--- config.mk ---
export PLATFORM = sky130hd
export DESIGN_NAME = imem_loader
export DESIGN_NICKNAME = d
export VERILOG_FILES = /design/src/rtl/imem_pkg.sv /design/src/rtl/byte_packer.sv /design/src/rtl/imem_loader.sv
export SDC_FILE = /design/constraint.sdc
export NUM_CORES = 1
export LEC_CHECK = 0
export ABC_AREA = 1
export BUFFER_PORTS_ARGS = -buffer_cell sky130_fd_sc_hd__buf_2
export CAP_MARGIN = 20
export CORE_MARGIN = 2
export CORE_UTILIZATION = 56
export CTS_CLUSTER_SIZE = 25
export DETAILED_ROUTE_END_ITERATION = 8
export GPL_TIMING_DRIVEN = 0
export PLACE_DENSITY = 0.8
export SLEW_MARGIN = 20
export SYNTH_ARGS = -nofsm -noshare
export SYNTH_HDL_FRONTEND = slang
export SYNTH_SLANG_ARGS = --single-unit
export TNS_END_PERCENT = 10
--- constraint.sdc ---
create_clock -name clk -period 2.9 [get_ports clk]
set_input_delay 0.145 -clock clk [delete_from_list [all_inputs] [get_ports clk]]
set_output_delay 0.145 -clock clk [all_outputs]
set_load 0.005 [all_outputs]
--- src/rtl/imem_pkg.sv ---
// rtl/imem_pkg.sv - shared instruction-memory constants and loader state type
//
// Purpose: constants shared between the instruction RAM (imem) and its
// loader, plus the loader FSM state encoding.
package imem_pkg;

  // Word-address width of the instruction RAM (64 words).
  localparam int IMEM_ADDR_W = 6;
  // Instruction width; a whole number of bytes.
  localparam int IMEM_WORD_W = 32;
  // Bytes per instruction word.
  localparam int IMEM_BPW    = IMEM_WORD_W / 8;

  typedef enum logic [2:0] {
    LD_IDLE,
    LD_COUNT,
    LD_DATA,
    LD_CHECK,
    LD_DONE,
    LD_ERROR
  } loader_state_t;

endpackage

--- src/rtl/byte_packer.sv ---
// rtl/byte_packer.sv - packs a byte stream big-endian into instruction words
//
// Purpose: shifts each accepted byte into a WORD_W register (first byte ends
// up in the most significant position) and pulses word_valid_o for one cycle
// after every WORD_W/8-th byte.
//
// Ports:
//   clk_i         system clock
//   resetn_i      synchronous active-low reset
//   clr_i         restart byte counting at the first byte of a word
//   byte_en_i     byte_i is accepted this cycle
//   byte_i        stream byte
//   last_byte_o   the byte accepted this cycle completes a word
//   word_o        assembled word (valid while word_valid_o is high)
//   word_valid_o  one-cycle pulse, cycle after the word's last byte
module byte_packer #(
  parameter int WORD_W = 32
) (
  input  logic              clk_i,
  input  logic              resetn_i,
  input  logic              clr_i,
  input  logic              byte_en_i,
  input  logic [7:0]        byte_i,
  output logic              last_byte_o,
  output logic [WORD_W-1:0] word_o,
  output logic              word_valid_o
);

  localparam int BPW   = WORD_W / 8;
  localparam int IDX_W = (BPW > 1) ? $clog2(BPW) : 1;

  logic [WORD_W-1:0] word_q;
  logic [IDX_W-1:0]  idx_q;
  logic              valid_q;

  logic at_last;
  assign at_last     = (idx_q == IDX_W'(BPW - 1));
  assign last_byte_o = byte_en_i && at_last;

  always_ff @(posedge clk_i) begin
    if (!resetn_i) begin
      word_q  <= '0;
      idx_q   <= '0;
      valid_q <= 1'b0;
    end else begin
      valid_q <= 1'b0;
      if (clr_i) begin
        idx_q <= '0;
      end else if (byte_en_i) begin
        word_q <= {word_q[WORD_W-9:0], byte_i};
        if (at_last) begin
          idx_q   <= '0;
          valid_q <= 1'b1;
        end else begin
          idx_q <= idx_q + IDX_W'(1);
        end
      end
    end
  end

  assign word_o       = word_q;
  assign word_valid_o = valid_q;

endmodule

--- src/rtl/imem_loader.sv ---
// rtl/imem_loader.sv - byte-stream program loader for the instruction RAM
//
// Purpose: receives "count, data bytes, xor checksum" over a byte link,
// writes each big-endian word into the instruction RAM, and keeps the CPU in
// reset until a load finishes with a matching checksum.
//
// Ports:
//   clk         system clock
//   reset       synchronous active-low reset
//   start       one-cycle pulse, begins a load from IDLE/DONE/ERROR
//   byte_valid  byte_data valid this cycle
//   byte_data   stream byte
//   byte_ready  loader accepts a byte this cycle
//   we          RAM write enable (one-cycle pulse)
//   waddr       RAM word address
//   wdata       RAM write data
//   cpu_hold    processor held in reset while high
//   done        load completed, checksum matched
//   err         checksum mismatch
module imem_loader
  import imem_pkg::*;
#(
  parameter int ADDR_W = IMEM_ADDR_W,
  parameter int WORD_W = IMEM_WORD_W
) (
  input  logic              clk,
  input  logic              reset,
  input  logic              start,
  input  logic              byte_valid,
  input  logic [7:0]        byte_data,
  output logic              byte_ready,
  output logic              we,
  output logic [ADDR_W-1:0] waddr,
  output logic [WORD_W-1:0] wdata,
  output logic              cpu_hold,
  output logic              done,
  output logic              err
);

  loader_state_t state_q, state_d;
  // One extra bit so a full RAM (count byte with zero low bits) fits.
  logic [ADDR_W:0]   words_left_q, words_left_d;
  logic [ADDR_W-1:0] waddr_q, waddr_d;
  logic [7:0]        acc_q, acc_d;

  logic              xfer;
  logic              packer_clr;
  logic              packer_en;
  logic              last_byte;
  logic              word_valid;
  logic [WORD_W-1:0] word;
  logic [ADDR_W-1:0] cnt_low;

  assign byte_ready = (state_q == LD_COUNT) || (state_q == LD_DATA) ||
                      (state_q == LD_CHECK);
  assign xfer       = byte_valid && byte_ready;
  assign packer_clr = (state_q == LD_COUNT) && xfer;
  assign packer_en  = (state_q == LD_DATA) && xfer;
  assign cnt_low    = byte_data[ADDR_W-1:0];

  byte_packer #(
    .WORD_W (WORD_W)
  ) u_packer (
    .clk_i        (clk),
    .resetn_i     (reset),
    .clr_i        (packer_clr),
    .byte_en_i    (packer_en),
    .byte_i       (byte_data),
    .last_byte_o  (last_byte),
    .word_o       (word),
    .word_valid_o (word_valid)
  );

  always_ff @(posedge clk) begin
    if (!reset) begin
      state_q      <= LD_IDLE;
      words_left_q <= '0;
      waddr_q      <= '0;
      acc_q        <= '0;
    end else begin
      state_q      <= state_d;
      words_left_q <= words_left_d;
      waddr_q      <= waddr_d;
      acc_q        <= acc_d;
    end
  end

  always_comb begin
    state_d      = state_q;
    words_left_d = words_left_q;
    waddr_d      = waddr_q;
    acc_d        = acc_q;

    case (state_q)
      LD_IDLE, LD_DONE, LD_ERROR: begin
        if (start) state_d = LD_COUNT;
      end
      LD_COUNT: begin
        if (xfer) begin
          // Zero low bits encode a full RAM: {1, 0...0}.
          words_left_d = {cnt_low == '0, cnt_low};
          waddr_d      = '0;
          acc_d        = '0;
          state_d      = LD_DATA;
        end
      end
      LD_DATA: begin
        if (xfer) begin
          acc_d = acc_q ^ byte_data;
          // Leave DATA as the last word completes so the following byte,
          // which may arrive during the write cycle, is taken as checksum.
          // The previous word's write has always retired by now, so
          // words_left_q still counts this word.
          if (last_byte && (words_left_q == (ADDR_W+1)'(1))) begin
            state_d = LD_CHECK;
          end
        end
      end
      LD_CHECK: begin
        if (xfer) begin
          state_d = (byte_data == acc_q) ? LD_DONE : LD_ERROR;
        end
      end
      default: state_d = LD_IDLE;
    endcase

    // Address and remaining count advance with each write pulse; the
    // address wraps to 0 only after a full 64-word load.
    if (word_valid) begin
      waddr_d      = waddr_q + ADDR_W'(1);
      words_left_d = words_left_q - (ADDR_W+1)'(1);
    end
  end

  assign we       = word_valid;
  assign waddr    = waddr_q;
  assign wdata    = word;
  assign cpu_hold = (state_q != LD_DONE);
  assign done     = (state_q == LD_DONE);
  assign err      = (state_q == LD_ERROR);

endmodule
# == Word level (Yosys, flattened, before mapping) ==
# Cells that the tools add are included.
# word_totals
reg_bits,59
in_bits,12
out_inout_bits,43
wordCells,65
# op_classes
n_addsub,3
n_eq_ne,14
muxes,18
bitwise,4
reduce_logical,19
# op_table
op,n
$mux 7,3
$mux 6,3
$mux 8,2
$pmux 8 s2,1
$mux 3,5
$pmux 3 s4,1
$eq 8x8->1,1
$ne 2x2->1 const B,4
$xor 8x8->8,1
$eq 7x1->1 const B,1
$sub 7x1->7 const B,1
$add 6x1->6 const B,1
$eq 3x2->1 const B,2
$eq 3x3->1 const B,2
$logic_not 6->1,1
$reduce_bool 2->1,3
$reduce_or 3->1,2
$logic_and 1x1->1,5
$reduce_and 5->1,1
$reduce_and 2->1,2
$eq 3x1->1 const B,1
$logic_not 3->1,1
$ne 3x3->1 const B,1
$not 1->1,3
other kinds (8),10

# == Logic depth before layout (Yosys ltp) ==
# Gate-level depths: netlist of run 1.
# logic_depth
ltp_word,10
mapped_depth,10

# == Hierarchy ==
# A second synthesis of run 1 with hierarchy kept.
# hier_totals
cells_unflattened,458
area_unflattened_um2,2951.6
# by_module_without_submodules
mod,instances,cells_per_inst,area_each_um2
byte_packer,1,225,1510.2
imem_loader,1,233,1441.4

# == Worst setup path after synthesis of run 1 ==
# OpenSTA, ideal clock, no wires.
# synth_path
path_type,reg-to-reg
from,register state_q[0]
to,register words_left_q[4]
arrival_ns,1.154
t_required_ns,2.787
path_slack_ns,1.633
stages_incl_launch_ff,10
period_less_slack_ns,1.267
cell_sequence,dfxtp_1 > inv_2 > nor2_2 > nand3_2 > nor2_4 > inv_2 > nand3_1 > o21ai_1 > o21ai_1 > inv_1
# synth_between
elab_chain_cells,6
elab_cells_between_ends,9
# synth_lines
item,line_no,text
start: declaration,imem_loader.sv:40,"loader_state_t state_q, state_d;"
start signal: assignment,imem_loader.sv:81,state_q <= state_d;
$eq 3x1->1 or $eq 3x2->1 (tied branches),"imem_loader.sv:54, imem_loader.sv:94",
$logic_or 1x1->1 (2 in series),imem_loader.sv:54,assign byte_ready = (state_q == LD_COUNT) || (state_q == LD_DATA) ||
$logic_and 1x1->1,imem_loader.sv:56,assign xfer = byte_valid && byte_ready;
$reduce_bool 2->1 (no source line),-,
$reduce_and 2->1 (no source line) (*),-,
end signal: assignment,imem_loader.sv:82,words_left_q <= words_left_d;
end: declaration,imem_loader.sv:42,"logic [ADDR_W:0] words_left_q, words_left_d;"
# Every way passes the cells marked *; elsewhere a longest branch is shown, timed or not.
# A chain may end at the register's enable or synchronous reset.

# == Final worst setup path of run 1 ==
# layout_path
from,register state_q[1]
to,register words_left_q[6]
# Same word-level chain as after synthesis.

==> reports/results.tsv, run 1 <==
metric	value	unit
grt_max_degree	11	
synth_cell_types	29	
ant_nets	0	
vdd_drop_max	0.000463	V
final_max_slew_viol_count	0	
postSynthCellCount	365	
post-cts-setup-buffer-count	0	
outcome	finished, final reports clean	
max_freq	663	MHz
diodes	0	
ys_seq_area_share	45.8	%
endpoint_kind	flop	
grt_pass1_wl	9.81	mm
setup_tns	0	ns
cts-resized-gates	0	
worst-r2r-cell-count	7	
fin_skew	0.00653	ns
dpl.cell_count	471	
die_w	71.9	um
groute.usage.overall	24.3	%
hold_class	input port to flop	
htreeDepth	3	
drt-total-wl	5.93	mm
cts_tree	yes	
tightest_slew	0.586	ns
place_area	2920	um^2
rsz0062_at_grt	false	
port_buffers	54	
nFillCells	389	
clkTransAtPathRegs	0.07	ns
wl_per_cell	12.2	um
fp.coreArea	4380	um^2
row_count	24	
worstPathCellList	inv_1 > nand3_2 > inv_1 > nor2_1 > inv_1 > o21ai_1 > a31oi_1	
cts_buffer_depth	2	
synth_top_area_share	45.8	%
overflow	0	
syn_avg_cell_area	7.07	um^2
gp_congestion	0.869	
ios	55	
clock_sinks	59	
grt_pass1_vias	2239	
finish.net_count	446	
ys.warnings.count	0	
start_util	58.9	%
viasPerCell	5.27	
finalHoldViolations	0	
hpwlAfterDp	4.40	mm
synth_area	2580	um^2
synth_area_leaders	dfxtp_1 46%, nand2_1 9.9%, nor2_1 9.7%	
cp-start-kind	flop	
power_density	783	nW/um^2
final.min_clock_period	1.51	ns
drv_cap	0	
slew-limit-headroom	60.9	%
critical_path_required	3.12	ns
cts_made_buffers	9	
fin_crit_sh	52.0	%
fin_area	3100	um^2
syn_nets	381	
cpMaxStageDelayCell	dfxtp_1	
drc	0	
arrival	1.73	ns
cts-root-buf	clkbuf_8	
post-route-util	70.7	%
synth_top_cell_by_area	dfxtp_1	
cts_hold_buf	0	
finalNonFillerCells	486	
worst-setup-path-type	flop to flop	
drive_gt1_share	20.3	%
drtIter0Drc	141	
vias	2562	
antenna_found_initial	0	
critical-path-max-stage-delay	0.37	ns
area_growth	20.1	%
clock_latency	0.33	ns
dieArea	5170	um^2
synth_seq_cells	59	
p_leak	1.41	nW
drtPass1Iterations	4	
cp_max_fo	6	
whs_path_depth	3	
crit_top_cell	inv_1	
dieHeight	71.9	um
setup_viol	0	
-- synthesized netlist by cell type, drive strengths merged --
master,instances
nand4,4
inv,37
o211ai,1
o21ai,44
nor4,2
nor3,1
clkbuf,5
a21oi,29
or2,1
buf,9
nand3,18
nor2,71
a31oi,5
clkinv,1
dfxtp,59
a32oi,1
a211oi,2
nand2,70
ha,4
o21bai,1
-- registers in the layout, indices dropped and copies added, names as in the netlist --
| register | flops |
|---|---|
| waddr | 6 |
| state_q | 3 |
| u_packer.word_o | 32 |
| u_packer.word_valid_o | 1 |
| u_packer.idx_q | 2 |
| words_left_q | 7 |
| acc_q | 8 |
-- where the power goes --
group,internal (mW),switching (mW)
logic,0.262,0.420
clock network,0.389,0.317
registers,0.940,0.0986
total,1.59,0.836
-- kinds of logic (layout without fill, tap and decap cells) --
kind of cell / Yosys count / after routing / synth area share (%)
AOI/OAI and AO/OA: 83 / 83 / 16.9
adders and majority gates: 4 / 4 / 1.94
buffers and inverters: 52 / 121 / 8.39
DFF: 59 / 59 / 45.8
and+or+nand+nor: 167 / 167 / 27.0
-- critical path: cells and delay by family, from the launching register on --
kind / cells / cell delay (ns)
AO/OA/AOI/OAI: 2 / 0.19
AND/OR/NAND/NOR: 2 / 0.50
flip-flops: 1 / 0.37
buffers and inverters: 3 / 0.32
-- final cells by class --
type | instances | area [um^2] | area share, %
well taps | 52 | 65.1 | 2.10
plain buffers | 14 | 73.8 | 2.38
repair buffers | 54 | 270 | 8.72
multi-input cells | 254 | 1180 | 38.2
flip-flops and latches | 59 | 1180 | 38.1
clock buffers | 10 | 128 | 4.12
inverters | 38 | 143 | 4.60
clock inverters | 5 | 55.1 | 1.78
-- per-stage QoR --
stage          worst slack (ns)  hold slack (ns)  power, mW
6_report                   1.39           0.0772       2.43
5_1_grt                    1.19           0.0973       2.59
4_1_cts                    1.38           0.0690       2.43
3_5_place_dp               1.41            0.424       1.73
3_3_place_gp               1.43            0.420       1.71
2_1_floorplan              1.63            0.293       1.51
-- worst paths after layout --
path	startpoint	end	slack, ns
worst min-delay path	byte_data[7]	u_packer.word_o[7]	0.08
worst min register to register	u_packer.word_o[28]	u_packer.word_o[28]	0.48
worst max-delay path	state_q[1]	words_left_q[6]	1.39
worst max register to register	state_q[1]	words_left_q[6]	1.39
-- layer usage --
layer / vias up / part of all wire [%] / global-route usage, %
met1: 1153 / 46 / 32.4
li1: 1314 / - / -
met3: 16 / 6.8 / 4.72
met4: 0 / 2.4 / 13.2
met2: 79 / 45 / 37.2
met5: - / 0 / 0
-- cells in the final DEF, fill, tap and decap left out, types with 3 or more instances in the layout --
cell and n:
nand2_1 68, nor2_2 3, a21oi_1 29, ha_1 4, inv_2 3, nand3_1 16
nand4_1 4, dfxtp_1 59, nor2_1 67, clkbuf_1 6, o21ai_0 38, o21ai_1 6
a31oi_1 5, buf_2 59, inv_1 34, clkbuf_8 9
Note: power is estimated with default switching activity, not from simulation.
==> inputs of run 2 (changes only) <==
--- a/config.mk
+++ b/config.mk
@@ -9,11 +9,11 @@
 export BUFFER_PORTS_ARGS = -buffer_cell sky130_fd_sc_hd__buf_2
 export CAP_MARGIN = 20
 export CORE_MARGIN = 2
-export CORE_UTILIZATION = 56
+export CORE_UTILIZATION = 54
 export CTS_CLUSTER_SIZE = 25
 export DETAILED_ROUTE_END_ITERATION = 8
 export GPL_TIMING_DRIVEN = 0
-export PLACE_DENSITY = 0.8
+export PLACE_DENSITY = 0.77
 export SLEW_MARGIN = 20
 export SYNTH_ARGS = -nofsm -noshare
 export SYNTH_HDL_FRONTEND = slang
==> constraint.sdc (replaced) <==
create_clock -name clk -period 1.5 [get_ports clk]
set_input_delay 0.075 -clock clk [delete_from_list [all_inputs] [get_ports clk]]
set_output_delay 0.075 -clock clk [all_outputs]
set_load 0.005 [all_outputs]
==> run 2 against run 1 <==
Compared with the run above:
- flip-flop and latch count stayed put
- critical path depth is 2 higher
- utilization is 3.3 points lower
- critical path type unchanged
- sequential share of layout area is 0.44 points lower
- design area is 1.4% higher
- die area is 3.5% higher
- clock-buffer cell count is 1 higher
- sequential power is 93% higher
==> reports/results.tsv, run 2 (synthesis gave the netlist of run 1 again) <==
metric	value	unit	change
outcome	finished, final reports clean		
diodes	0		unchanged
drv_cap	0		unchanged
wl_per_cell	12.5	um	+2.2%
min_from	byte_data[6]		
cts_made_buffers	9		unchanged
final_max_slew_viol_count	0		unchanged
layout_commonest_cell	nand2_1		
finalHoldViolations	0		unchanged
ios	55		unchanged
critical-path-max-stage-delay	0.40	ns	+0.03 ns
vias	2543		-0.74%
groute.usage.overall	25.2	%	+0.97 points
die_w	73.1	um	+1.7%
row_count	25		+4.2%
mostFrequentLayoutCells	68 x nand2_1, 66 x nor2_1, 57 x buf_2, 57 x dfxtp_1, 37 x o21ai_0		
area_growth	21.7	%	
cts_tree	yes		
worst-setup-path-type	flop to flop		
vdd_drop_max	0.000891	V	+92%
slew-limit-headroom	69.9	%	+9.0 points
port_buffers	54		unchanged
fin_skew	0.00515	ns	-0.00138 ns
endpoint_kind	flop		
p_leak	1.43	nW	+1.5%
worstPathCellList	inv_2 > nor2_2 > nand3_2 > nor2_4 > inv_2 > a21oi_1 > o21ai_1 > nand2_1 > inv_1		
htreeDepth	3		unchanged
cp_max_fo	8		+2
tightest_slew	0.451	ns	-0.135 ns
cts_hold_buf	0		unchanged
critical_path_required	1.74	ns	-1.38 ns
max_freq	709	MHz	+6.9%
antenna_found_initial	0		unchanged
hold_class	input port to flop		
fin_crit_sh	94.0	%	+42 points
largest_reg_flops	32		unchanged
cts-root-buf	clkbuf_8		
drive_gt1_share	21.7	%	+1.5 points
crit_top_cell	inv_2		
drtPass1Iterations	4		unchanged
cp-start-kind	flop		
grt_pass1_vias	2326		+3.9%
start_util	55.4	%	-3.5 points
dieArea	5350	um^2	+3.5%
timing.rr.start	state_q[0]		
drt-total-wl	6.13	mm	+3.3%
setup_tns	0	ns	unchanged
rsz0062_at_grt	true		
gp_congestion	0.915		+5.2%
power_density	1520	nW/um^2	+94%
finish.net_count	448		+0.45%
cpMaxStageDelayCell	dfxtp_2		
final.min_clock_period	1.41	ns	-0.0975 ns
clock_sinks	59		unchanged
dieHeight	73.1	um	+1.7%
grt_pass1_wl	10.3	mm	+4.5%
fp.coreArea	4660	um^2	+6.3%
clock_latency	0.34	ns	about the same
grt_max_degree	11		unchanged
drc	0		unchanged
viasPerCell	5.18		-1.8%
critPathLaunch	state_q[0]		
hpwlAfterDp	4.47	mm	+1.6%
overflow	0		unchanged
clkTransAtPathRegs	0.06	ns	about the same
setup_viol	0		unchanged
cts_buffer_depth	2		unchanged
arrival	1.65	ns	-0.08 ns
ant_nets	0		unchanged
drtIter0Drc	133		-5.7%
whs	0.0313	ns	-0.0459 ns
-- run 2: cell count changes in the layout (fill, tap and decap cells not counted), moves of 2 or more --
cell | before | now
dfxtp_1 | 59 | 57
clkbuf_4 | 0 | 2
dfxtp_2 | 0 | 2
buf_2 | 59 | 57
-- run 2: cell type report --
class	count	area (um^2)
plain buffers	14	82.6
clock buffers	11	141
clock inverters	5	52.6
fillers	395	1520
inverters	38	143
multi-input cells	254	1190
flip-flops and latches	59	1180
well taps	54	67.6
repair buffers	56	285
-- run 2: worst paths after layout --
path / endpoint / slack (ns) / depth (start not counted)
max: words_left_q[3] / 0.09 / 9
min: u_packer.word_o[6] / 0.03 / 3
max reg2reg: words_left_q[3] / 0.09 / 9
min reg2reg: waddr[5] / 0.47 / 2
-- run 2: layer usage --
layer	wire (um)	global-route usage [%]	vias to the layer above
met1	2820	31.6	1133
met3	361	5.39	12
li1	-	-	1321
met5	0	0	-
met2	2800	41.4	77
met4	139	11.5	0
-- run 2: worst max-delay path: cells and delay by family, from the launching register on --
family	cells	cell delay (ns)
buf+inv	3	0.20
simple gates	4	0.50
flops	1	0.40
compound gates	2	0.22
-- run 2: report_power, final --
part | switching, mW | internal, mW | leakage (nW) | total, mW
logic | 0.816 | 0.534 | 0.853 | 1.35
registers | 0.188 | 1.82 | 0.480 | 2.01
clock network | 0.613 | 0.803 | 0.0991 | 1.42
-- run 2: repair_timing --
item / 4_1_cts / 5_1_grt
resized for setup: 0 / 8
setup buffers: 0 / 2
endpoints found under the setup margin: 0 / 35
-- run 2: through the flow --
step	instances	instance area (um^2)	utilization (%)	setup WS (ns)	power (mW)
final	491	3140	67.4	0.0901	4.78
after global routing	491	3140	67.4	-0.0854	5.12
after CTS	489	3110	66.8	0.00116	4.75
after detailed placement	473	2920	62.6	0.0409	3.34
after global placement	473	2920	62.6	0.0477	3.31
after floorplan	365	2580	-	0.233	2.92
==> inputs of run 3 (changes only) <==
--- a/config.mk
+++ b/config.mk
@@ -9,11 +9,11 @@
 export BUFFER_PORTS_ARGS = -buffer_cell sky130_fd_sc_hd__buf_2
 export CAP_MARGIN = 20
 export CORE_MARGIN = 2
-export CORE_UTILIZATION = 54
+export CORE_UTILIZATION = 35
 export CTS_CLUSTER_SIZE = 25
 export DETAILED_ROUTE_END_ITERATION = 8
 export GPL_TIMING_DRIVEN = 0
-export PLACE_DENSITY = 0.77
+export PLACE_DENSITY = 0.53
 export SLEW_MARGIN = 20
 export SYNTH_ARGS = -nofsm -noshare
 export SYNTH_HDL_FRONTEND = slang
==> run 3 against run 2 <==
Compared with the run above:
- wire length rose by 6.5%
- maximum frequency increased by 0.86%
- flip-flop and latch count did not move
- total power is 1.3% higher
- combinational power increased by 4%
- clock-buffer cell count rose by 3
- design area up 2.8%
- critical endpoint is now words_left_q[6]
- worst setup slack improved by 0.012 ns
- largest power group unchanged
- non-clock buffer count increased by 1
- utilization fell by 23 points
- hold slack better by 0.016 ns
==> reports/results.tsv, run 3 (synthesis gave the netlist of run 1 again) <==
metric	value	unit	change
clock_latency	0.33	ns	about the same
mostFrequentLayoutCells	68 x nand2_1, 66 x nor2_1, 58 x buf_2		
fp.coreArea	7210	um^2	+55%
clkTransAtPathRegs	0.07	ns	about the same
vias	2497		-1.8%
cts_tree	yes		
finish.net_count	449		+0.22%
rsz0062_at_grt	false		
clock_sinks	59		unchanged
grt_max_degree	11		unchanged
htreeDepth	3		unchanged
grt_pass1_vias	2237		-3.8%
final_max_slew_viol_count	0		unchanged
drtPass1Iterations	4		unchanged
drt-total-wl	6.53	mm	+6.5%
tightest_slew	0.537	ns	+0.0856 ns
endpoint_kind	flop		
final.min_clock_period	1.40	ns	-0.0121 ns
setup_tns	0	ns	unchanged
gp_congestion	0.848		-7.3%
cts-root-buf	clkbuf_8		
setup_viol	0		unchanged
drv_cap	0		unchanged
power	4.84	mW	+1.3%
finalHoldViolations	0		unchanged
ios	55		unchanged
area_growth	25.2	%	
power_density	1500	nW/um^2	-1.5%
outcome	finished, final reports clean		
grt_pass1_wl	10.7	mm	+4.0%
wl_per_cell	12.2	um	-2.6%
viasPerCell	4.65		-10%
nFillCells	794		+100%
groute.usage.overall	16.6	%	-8.6 points
vdd_drop_max	0.000520	V	-42%
row_count	31		+24%
dieHeight	89.9	um	+23%
drive_gt1_share	22.1	%	+0.41 points
start_util	35.8	%	-20 points
drc	0		unchanged
fin_skew	0.00616	ns	+0.00102 ns
hold_class	input port to flop		
cts_made_buffers	9		unchanged
worst-setup-path-type	flop to flop		
die_w	89.9	um	+23%
critical-path-max-stage-delay	0.37	ns	-0.03 ns
ant_nets	0		unchanged
p_leak	1.43	nW	+0.19%
antenna_found_initial	0		unchanged
arrival	1.62	ns	-0.03 ns
drtIter0Drc	99		-26%
fin_crit_sh	93.2	%	-0.81 points
cpMaxStageDelayCell	dfxtp_4		
cts_hold_buf	0		unchanged
cp_max_fo	7		-1
cp-start-kind	flop		
largest_reg_flops	32		unchanged
worstPathCellList	inv_2 > nor2_4 > nand3_4 > buf_4 > inv_1 > nor2_2 > inv_1 > o21ai_1 > a31oi_1		
dieArea	8080	um^2	+51%
slew-limit-headroom	64.2	%	-5.7 points
max_freq	715	MHz	+0.86%
crit_top_cell	inv_1		
critical_path_required	1.72	ns	-0.02 ns
layout_commonest_cell	nand2_1		
overflow	0		unchanged
hpwlAfterDp	4.94	mm	+10%
diodes	0		unchanged
cts_buffer_depth	2		unchanged
port_buffers	54		unchanged
-- run 3: cell types whose count changed in the layout (fill, tap and decap cells not counted), sizes merged --
cell      before  now
clkinvlp       1    0
clkbuf        18   20
clkinv         4    2
buf           63   65
-- run 3: final timing paths --
kind,slack (ns),cells past startpoint,startpoint,endpoint
worst max register to register,0.10,9,state_q[0],words_left_q[6]
worst min-delay path,0.05,3,byte_data[7],u_packer.word_o[7]
worst max-delay path,0.10,9,state_q[0],words_left_q[6]
worst min register to register,0.47,2,u_packer.idx_q[1],u_packer.idx_q[1]
-- run 3: critical path, delay by kind of cell, from the launching register on --
family                 cells  cell delay, ns
AO/OA/AOI/OAI              2            0.19
buffers and inverters      4            0.36
flip-flops                 1            0.37
AND/OR/NAND/NOR            3            0.38
-- run 3: where the power goes --
part           switching, mW  leakage [nW]  internal, mW
registers              0.186         0.481          1.83
clock network          0.595        0.0947         0.813
logic                  0.849         0.859         0.566
-- run 3: timing repair --
action                     4_1_cts  5_1_grt
gates resized for setup          1       15
pin swaps                        0        4
setup buffers                    0        3
setup endpoints to repair        1       33
-- run 3: through the flow --
stage	utilization [%]	area (um^2)	instances	setup slack, ns	hold slack, ns
floorplan	-	2580	365	0.233	0.223
global placement	41.2	2980	518	-0.0170	0.378
detailed placement	41.2	2980	518	-0.000505	0.387
CTS	43.9	3170	534	0.0131	0.0372
global route	44.8	3230	537	0.00263	0.0580
finish	44.8	3230	537	0.102	0.0473
-- run 3: layout make-up --
class                           count  area, um^2  area share [%]
Buffer                             14        80.1            2.48
Clock buffer                       14         153            4.73
Clock inverter                      2        35.0            1.08
Inverter                           38         145            4.49
Multi-Input combinational cell    254        1210            37.5
Sequential cell                    59        1190            36.8
Tap cell                           99         124            3.83
Timing Repair Buffer               57         293            9.06
-- run 3: metal layers --
metal	global-route usage, %	wire (um)
met3	4.02	342
met1	21.2	3190
met4	7.95	133
met2	26.5	2860
met5	0	0
